**src/rtl/cheri_tbre_pkg.sv**
```systemverilog
// Package: cheri_tbre_pkg
// Shared types for the tag background revocation engine.
// - reg_cap_t    : compressed capability metadata carried beside a 32-bit data word.
// - NULL_REG_CAP : all-zero, untagged capability.
package cheri_tbre_pkg;

    typedef struct packed {
        logic        valid;
        logic [4:0]  exp;
        logic [8:0]  top;
        logic [8:0]  base;
        logic [3:0]  otype;
        logic [11:0] cperms;
    } reg_cap_t;

    localparam reg_cap_t NULL_REG_CAP = '{
        valid:  1'b0,
        exp:    5'd0,
        top:    9'd0,
        base:   9'd0,
        otype:  4'd0,
        cperms: 12'd0
    };

endpackage

```
**src/rtl/cheri_tbre.sv**
```systemverilog
// Module: cheri_tbre
// Tag background revocation engine. Walks [start, end) one 8-byte capability
// granule at a time through the LSU:
// - It loads the granule.
// - It waits for the revocation-check stage to report on it.
// - If the granule is revoked, it writes the granule back with the tag cleared.
// A CPU store to the granule between the load response and the write-back makes
// the loaded copy stale, so the engine reloads the granule instead of storing it.
//
// Optional feature: define CHERI_TBRE_STATS_EN to get a saturating count of
// successful revocation write-backs on tbre_nrevoked_o. Otherwise that output
// is tied to zero and no counter exists.
//
// Ports:
//   clk_i, rst_ni               clock, async active-low reset
//   tbre_start_i / tbre_stop_i  sweep start pulse / abort request
//   tbre_start_addr_i           first address of the range (inclusive)
//   tbre_end_addr_i             end address of the range (exclusive)
//   tbre_busy_o, tbre_done_o    sweep in progress / one-cycle end-of-sweep pulse
//   tbre_err_o                  sticky LSU error flag for the current sweep
//   tbre_lsu_*_o                LSU request: req, we, addr, wdata, wcap
//   lsu_tbre_*_i                LSU accept, response valid, response error
//   rf_wdata_lsu_i              loaded data word
//   rf_wcap_lsu_i               loaded capability metadata
//   tbre_trvk_en_i              revocation-stage result valid
//   tbre_trvk_clrtag_i          revocation-stage "revoked" flag
//   cpu_wr_valid_i              CPU store snoop: valid
//   cpu_wr_addr_i               CPU store snoop: address
//   tbre_nrevoked_o             revoked-granule counter
module cheri_tbre
    import cheri_tbre_pkg::*;
#(
    parameter int unsigned StatsWidth = 16
) (
    input  logic                  clk_i,
    input  logic                  rst_ni,
    input  logic                  tbre_start_i,
    input  logic                  tbre_stop_i,
    input  logic [31:0]           tbre_start_addr_i,
    input  logic [31:0]           tbre_end_addr_i,
    output logic                  tbre_busy_o,
    output logic                  tbre_done_o,
    output logic                  tbre_err_o,
    output logic                  tbre_lsu_req_o,
    output logic                  tbre_lsu_we_o,
    output logic [31:0]           tbre_lsu_addr_o,
    output logic [31:0]           tbre_lsu_wdata_o,
    output reg_cap_t              tbre_lsu_wcap_o,
    input  logic                  lsu_tbre_req_done_i,
    input  logic                  lsu_tbre_resp_valid_i,
    input  logic                  lsu_tbre_resp_err_i,
    input  logic [31:0]           rf_wdata_lsu_i,
    input  reg_cap_t              rf_wcap_lsu_i,
    input  logic                  tbre_trvk_en_i,
    input  logic                  tbre_trvk_clrtag_i,
    input  logic                  cpu_wr_valid_i,
    input  logic [31:0]           cpu_wr_addr_i,
    output logic [StatsWidth-1:0] tbre_nrevoked_o
);

    typedef enum logic [2:0] {
        IDLE      = 3'd0,
        LD_REQ    = 3'd1,
        LD_WAIT   = 3'd2,
        TRVK_WAIT = 3'd3,
        ST_REQ    = 3'd4,
        ST_WAIT   = 3'd5,
        NEXT      = 3'd6
    } tbre_state_e;

    tbre_state_e state_r;

    // Pointers are kept as granule indices (address bits [31:3]).
    logic [28:0] gran_ptr_r;
    logic [28:0] gran_end_r;
    logic        stop_r;
    logic        snoop_hit_r;
    logic [31:0] ld_data_r;
    reg_cap_t    ld_cap_r;

    logic        busy_r;
    logic        done_r;
    logic        err_r;
    logic        req_r;
    logic        we_r;
    logic [31:0] addr_r;
    logic [31:0] wdata_r;
    reg_cap_t    wcap_r;

    logic [28:0] start_gran_s;
    logic [28:0] end_gran_s;
    logic [29:0] gran_nxt_s;
    logic        sweep_last_s;
    logic        cpu_hit_s;
    reg_cap_t    wb_cap_s;
    logic        unused_s;

    assign start_gran_s = tbre_start_addr_i[31:3];
    assign end_gran_s   = tbre_end_addr_i[31:3];

    // Bit 29 of the incremented pointer flags a wrap past the top of memory.
    assign gran_nxt_s   = {1'b0, gran_ptr_r} + 30'd1;
    assign sweep_last_s = stop_r | gran_nxt_s[29] | (gran_nxt_s[28:0] >= gran_end_r);
    assign cpu_hit_s    = cpu_wr_valid_i & (cpu_wr_addr_i[31:3] == gran_ptr_r);

    // The byte offset and the loaded tag bit play no part in the sweep.
    assign unused_s = ^{tbre_start_addr_i[2:0], tbre_end_addr_i[2:0],
                        cpu_wr_addr_i[2:0], ld_cap_r.valid};

    // Write-back capability: the loaded metadata with its tag cleared.
    always_comb begin
        wb_cap_s       = ld_cap_r;
        wb_cap_s.valid = 1'b0;
    end

    // Sweep FSM. All LSU-facing and status outputs are registered here.
    always_ff @(posedge clk_i or negedge rst_ni) begin
        if (!rst_ni) begin
            state_r     <= IDLE;
            gran_ptr_r  <= 29'd0;
            gran_end_r  <= 29'd0;
            stop_r      <= 1'b0;
            snoop_hit_r <= 1'b0;
            ld_data_r   <= 32'd0;
            ld_cap_r    <= NULL_REG_CAP;
            busy_r      <= 1'b0;
            done_r      <= 1'b0;
            err_r       <= 1'b0;
            req_r       <= 1'b0;
            we_r        <= 1'b0;
            addr_r      <= 32'd0;
            wdata_r     <= 32'd0;
            wcap_r      <= NULL_REG_CAP;
        end else begin
            done_r <= 1'b0;
            // An abort request is remembered for the whole sweep and only acted on in NEXT.
            if ((state_r != IDLE) && tbre_stop_i) begin
                stop_r <= 1'b1;
            end
            case (state_r)
                IDLE: begin
                    stop_r <= tbre_start_i & tbre_stop_i;
                    if (tbre_start_i) begin
                        gran_ptr_r <= start_gran_s;
                        gran_end_r <= end_gran_s;
                        err_r      <= 1'b0;
                        if (start_gran_s >= end_gran_s) begin
                            done_r <= 1'b1;
                        end else begin
                            state_r     <= LD_REQ;
                            busy_r      <= 1'b1;
                            req_r       <= 1'b1;
                            we_r        <= 1'b0;
                            addr_r      <= {start_gran_s, 3'b000};
                            snoop_hit_r <= 1'b0;
                        end
                    end
                end
                LD_REQ: begin
                    if (lsu_tbre_req_done_i) begin
                        req_r   <= 1'b0;
                        state_r <= LD_WAIT;
                    end
                end
                LD_WAIT: begin
                    if (lsu_tbre_resp_valid_i) begin
                        ld_data_r   <= rf_wdata_lsu_i;
                        ld_cap_r    <= rf_wcap_lsu_i;
                        snoop_hit_r <= cpu_hit_s;
                        if (lsu_tbre_resp_err_i) begin
                            err_r <= 1'b1;
                        end
                        state_r <= TRVK_WAIT;
                    end
                end
                TRVK_WAIT: begin
                    snoop_hit_r <= snoop_hit_r | cpu_hit_s;
                    if (tbre_trvk_en_i) begin
                        if (tbre_trvk_clrtag_i && (snoop_hit_r || cpu_hit_s)) begin
                            // The CPU overwrote the granule: the loaded copy is stale, so reload it.
                            state_r     <= LD_REQ;
                            req_r       <= 1'b1;
                            we_r        <= 1'b0;
                            addr_r      <= {gran_ptr_r, 3'b000};
                            snoop_hit_r <= 1'b0;
                        end else if (tbre_trvk_clrtag_i) begin
                            state_r <= ST_REQ;
                            req_r   <= 1'b1;
                            we_r    <= 1'b1;
                            addr_r  <= {gran_ptr_r, 3'b000};
                            wdata_r <= ld_data_r;
                            wcap_r  <= wb_cap_s;
                        end else begin
                            state_r <= NEXT;
                        end
                    end
                end
                ST_REQ: begin
                    if (lsu_tbre_req_done_i) begin
                        req_r   <= 1'b0;
                        state_r <= ST_WAIT;
                    end
                end
                ST_WAIT: begin
                    if (lsu_tbre_resp_valid_i) begin
                        if (lsu_tbre_resp_err_i) begin
                            err_r <= 1'b1;
                        end
                        state_r <= NEXT;
                    end
                end
                NEXT: begin
                    gran_ptr_r <= gran_nxt_s[28:0];
                    if (sweep_last_s) begin
                        state_r <= IDLE;
                        busy_r  <= 1'b0;
                        done_r  <= 1'b1;
                    end else begin
                        state_r     <= LD_REQ;
                        req_r       <= 1'b1;
                        we_r        <= 1'b0;
                        addr_r      <= {gran_nxt_s[28:0], 3'b000};
                        snoop_hit_r <= 1'b0;
                    end
                end
                default: begin
                    state_r <= IDLE;
                    busy_r  <= 1'b0;
                    req_r   <= 1'b0;
                    we_r    <= 1'b0;
                end
            endcase
        end
    end

    assign tbre_busy_o      = busy_r;
    assign tbre_done_o      = done_r;
    assign tbre_err_o       = err_r;
    assign tbre_lsu_req_o   = req_r;
    assign tbre_lsu_we_o    = we_r;
    assign tbre_lsu_addr_o  = addr_r;
    assign tbre_lsu_wdata_o = wdata_r;
    assign tbre_lsu_wcap_o  = wcap_r;

`ifdef CHERI_TBRE_STATS_EN
    logic [StatsWidth-1:0] nrevoked_r;
    logic                  wb_ok_s;

    // A write-back counts only once the LSU reports it completed cleanly.
    assign wb_ok_s = (state_r == ST_WAIT) & lsu_tbre_resp_valid_i & ~lsu_tbre_resp_err_i;

    // Saturating revoked-granule counter, cleared when a sweep is launched.
    always_ff @(posedge clk_i or negedge rst_ni) begin
        if (!rst_ni) begin
            nrevoked_r <= {StatsWidth{1'b0}};
        end else if ((state_r == IDLE) && tbre_start_i) begin
            nrevoked_r <= {StatsWidth{1'b0}};
        end else if (wb_ok_s && (nrevoked_r != {StatsWidth{1'b1}})) begin
            nrevoked_r <= nrevoked_r + {{(StatsWidth-1){1'b0}}, 1'b1};
        end
    end

    assign tbre_nrevoked_o = nrevoked_r;
`else
    assign tbre_nrevoked_o = {StatsWidth{1'b0}};
`endif

endmodule
```
**config.mk**
```make
export PLATFORM = sky130hd
export DESIGN_NAME = cheri_tbre
export DESIGN_NICKNAME = d
export VERILOG_FILES = /design/src/rtl/cheri_tbre_pkg.sv /design/src/rtl/cheri_tbre.sv
export SDC_FILE = /design/constraint.sdc
export NUM_CORES = 1
export LEC_CHECK = 0
export BUFFER_PORTS_ARGS = -buffer_cell sky130_fd_sc_hd__buf_4
export CAP_MARGIN = 20
export CORE_AREA = 4 4 204 206
export CTS_CLUSTER_SIZE = 40
export DETAILED_ROUTE_END_ITERATION = 8
export DIE_AREA = 0 0 208 210
export PLACE_DENSITY = 0.63
export SKIP_CTS_REPAIR_TIMING = 1
export SYNTH_ARGS = -nofsm -noshare
export SYNTH_HDL_FRONTEND = slang
export SYNTH_SLANG_ARGS = --single-unit
```
**constraint.sdc**
```tcl
create_clock -name clk_i -period 4.8 [get_ports clk_i]
set_clock_uncertainty 0.15 [all_clocks]
set_input_delay 0.48 -clock clk_i [delete_from_list [all_inputs] [get_ports clk_i]]
set_output_delay 0.48 -clock clk_i [all_outputs]
set_load 0.01 [all_outputs]
```
==> metrics.cfg <==
[outcome]
status=finished with violations
violations=hold timing

[cts]
clk_latency_ns=0.57
cts_buffer_depth=3
cts_tree=done
clk_pin_slew_ns=0.06
numCtsBuffers=28
cts.sinks=239
root_buffer=clkbuf_16
htreeDepth=1

[floorplan]
die_x_um=208
num_rows=73
die-height_um=210
initial_core_util_pct=31.7
core_mm2=0.0396
io_pins=303
die_area_mm2=0.0437

[setup_path]
worst_path_largest_cell_delay_ns=0.57
crit_start=gran_ptr_r[1]$_DFFE_PN0P_
cp-endpoint=tbre_lsu_addr_o[11]$_DFFE_PN0P_
required_ns=5.08
timing.rr.end=tbre_lsu_addr_o[11]$_DFFE_PN0P_
worstPathMaxFanout=13
crit_chain=ha_1 -> and4_1 -> nand4_1 -> or3_1 -> nor2_1 -> xor2_1 -> ha_1 -> nand4_1 -> nor4_2 -> nand2_1 -> and4_1 -> nand3_1 -> a21oi_4 -> buf_4 -> mux2_2
cp-start-kind=flop
r2r_slack_ns=0.30
cp_slowest_cell=nor4_2
reg2reg_depth=15
reg2reg_from=gran_ptr_r[1]$_DFFE_PN0P_
crit_arrival_ns=4.78
cp-end-kind=flop
crit_type=flop to flop

[route]
wl_met3_um=2390
wl_um=38600
drt_iter0_drc=694
drc=0
avgViaCountPerCell=4.99
drtPass1Iterations=5
m1WireLength_um=16300
vias=10200
met2_length_um=18600
routed.top_layer=met5
wire_per_inst_um=19.0
drtAntennaViolNets=0

[pwr]
total_power_mw=10.3
power_leakage_nw=7.83
powerDensity_mw_per_mm2=611
vdd_drop_max_uv=354

[timing]
final_hold_viol_count=2
finalCriticalPeriod_ns=4.50
fmax_ghz=0.222
final_max_slew_viol_count=0
hold_ws_ns=-0.00237
finalSetupTns_ns=0
tightest_slew_ns=1.03
rsz0062_at_grt=no
max-slew-margin-rel_pct=31.0
finalSetupViolCount=0
fin_crit_sh_pct=93.8

[layout]
syn_to_final_growth_pct=34.0
drive_gt1_share_pct=34.5
fin_cells=2036
n_fill_cell=3767
finish.net_count=1727
seqCellArea_mm2=0.00598
multiInputGateArea_mm2=0.00597
post-route-util_pct=42.5
num_antenna_cells=0

[synth]
yosysMostFrequentCell=dfrtp_1
synth_common_cells=239 x dfrtp_1, 162 x mux2_2, 118 x nand2_1, 80 x o21ai_0, 72 x inv_1
synth-seq-cells=239
yosys.area.top_type=dfrtp_1
synthCells=1167
synthesis.area_mm2=0.0126
ys_types=63
synth.area.top_cells=dfrtp_1 48%, mux2_2 14%, ha_1 5.9%
async_reset_ff_share_pct=100
synth_edf_count=0
synth.yosys.seq_area_share_pct=47.5
yosys.area.top_type_share_pct=47.5
syn_area_per_cell_um2=10.8
ys_warn_count=0
ys.flop_type=dfrtp_1

[min_path]
hp-class=primary input to flop

[global_routing]
antenna_found_initial=1
grt_pass1_wl_um=57900
grt_pass1_vias=9754
grt_remaining_overflow=0
grt_max_degree=138
grt_usage_pct=16.5

[placed_design]
place.gp.congestion=0.899
dp_hpwl_um=28100
port-buffer-count=272
dp.cells=1908

[job]
maxCapViolCount=0

## area by class of cell
| cell class | count | share of cell area [%] |
|---|---|---|
| Timing Repair Buffer | 365 | 17.6 |
| Clock buffer | 42 | 5.06 |
| Multi-Input combinational cell | 784 | 35.4 |
| Tap cell | 525 | 3.89 |
| Inverter | 72 | 1.60 |
| Sequential cell | 239 | 35.5 |
| Clock inverter | 9 | 1.03 |
## registers in the layout (all words and copies together) (netlist names)
| register | cells |
|---|---|
| gran_ptr_r | 29 |
| tbre_err_o | 1 |
| tbre_lsu_we_o | 1 |
| tbre_busy_o | 1 |
| ld_cap_r | 39 |
| tbre_lsu_wdata_o | 32 |
| gran_end_r | 29 |
| stop_r | 1 |
| tbre_done_o | 1 |
| snoop_hit_r | 1 |
| tbre_lsu_req_o | 1 |
| state_r | 3 |
| ld_data_r | 32 |
| tbre_lsu_wcap_o | 39 |
| tbre_lsu_addr_o | 29 |
## cells by family (layout without fill, tap and decap cells)
kind of cell	after synthesis	count (layout)	synth area share, %
AOI/OAI and AO/OA	204	204	10.4
xor gates and xnor gates	53	53	3.69
adders and majority gates	59	59	5.87
buffers and inverters	163	488	5.84
DFF	239	239	47.5
muxes	175	175	16.0
other	1	20	0.0298
and+or+nand+nor	273	273	10.7
## critical path, delay by kind of cell, from the launching register on
kind | cells | cell delay [ns]
AO/OA/AOI/OAI | 1 | 0.09
XOR/XNOR | 1 | 0.12
adder cells (fa/ha/maj) | 2 | 0.59
buffers and inverters | 1 | 0.22
flip-flops | 1 | 0.46
multiplexers | 1 | 0.29
AND/OR/NAND/NOR | 9 | 2.44
## how the worst min path moves through the flow
stage / start / cells past startpoint / slack [ns] / to
floorplan: rst_ni / 0 / 0.03 / gran_end_r[0]$_DFFE_PN0P_
global placement: gran_end_r[0]$_DFFE_PN0P_ / 2 / 0.32 / gran_end_r[0]$_DFFE_PN0P_
detailed placement: gran_end_r[0]$_DFFE_PN0P_ / 2 / 0.32 / gran_end_r[0]$_DFFE_PN0P_
CTS: rst_ni / 1 / -0.08 / ld_data_r[24]$_DFFE_PN0P_
global route: tbre_end_addr_i[6] / 3 / 0.005 / gran_end_r[3]$_DFFE_PN0P_
finish: tbre_end_addr_i[14] / 3 / -0.002 / gran_end_r[11]$_DFFE_PN0P_
## through the flow
step	instance area (um2)	setup slack (ns)
5_1_grt	16900	0.0574
4_1_cts	16100	0.197
3_3_place_gp	15100	0.294
3_5_place_dp	15100	0.229
6_report	16900	0.299
2_1_floorplan	12700	0.738
## placed cells by master, fill, tap and decap left out, types with 5 or more instances in the layout
cell | netlist | layout
mux2_2 | 162 | 162
nand2_1 | 118 | 118
nor2b_1 | 7 | 7
and3_1 | 8 | 8
nor3_1 | 13 | 12
a22oi_1 | 9 | 9
dfrtp_1 | 239 | 239
clkbuf_16 | 0 | 28
o21ai_0 | 80 | 80
dlygate4sd3_1 | 0 | 77
xor2_1 | 16 | 16
buf_4 | 21 | 285
ha_1 | 59 | 59
nor4_1 | 8 | 7
a21o_1 | 10 | 10
and2_1 | 9 | 9
mux2_4 | 9 | 9
o311ai_0 | 5 | 5
xnor2_1 | 37 | 37
nand3_1 | 24 | 24
nand2b_1 | 7 | 7
clkbuf_8 | 0 | 10
inv_1 | 72 | 72
a21oi_1 | 44 | 44
and4_1 | 10 | 10
a221o_1 | 17 | 17
nand4_1 | 23 | 23
a211oi_1 | 5 | 5
conb_1 | 1 | 20
nor2_1 | 29 | 27
## per-layer routing
metal  up-vias  GRT usage, %
met5         -             0
li1       4732             -
met1      4998          22.1
met2       351          27.3
met4         2          5.44
met3        84          2.99
## power by group
group | internal (mW) | switching [mW]
Sequential | 3.00 | 0.722
Clock | 1.44 | 0.883
Combinational | 2.21 | 2.05
Total | 6.65 | 3.66
Note: power is estimated with default switching activity, not from simulation.
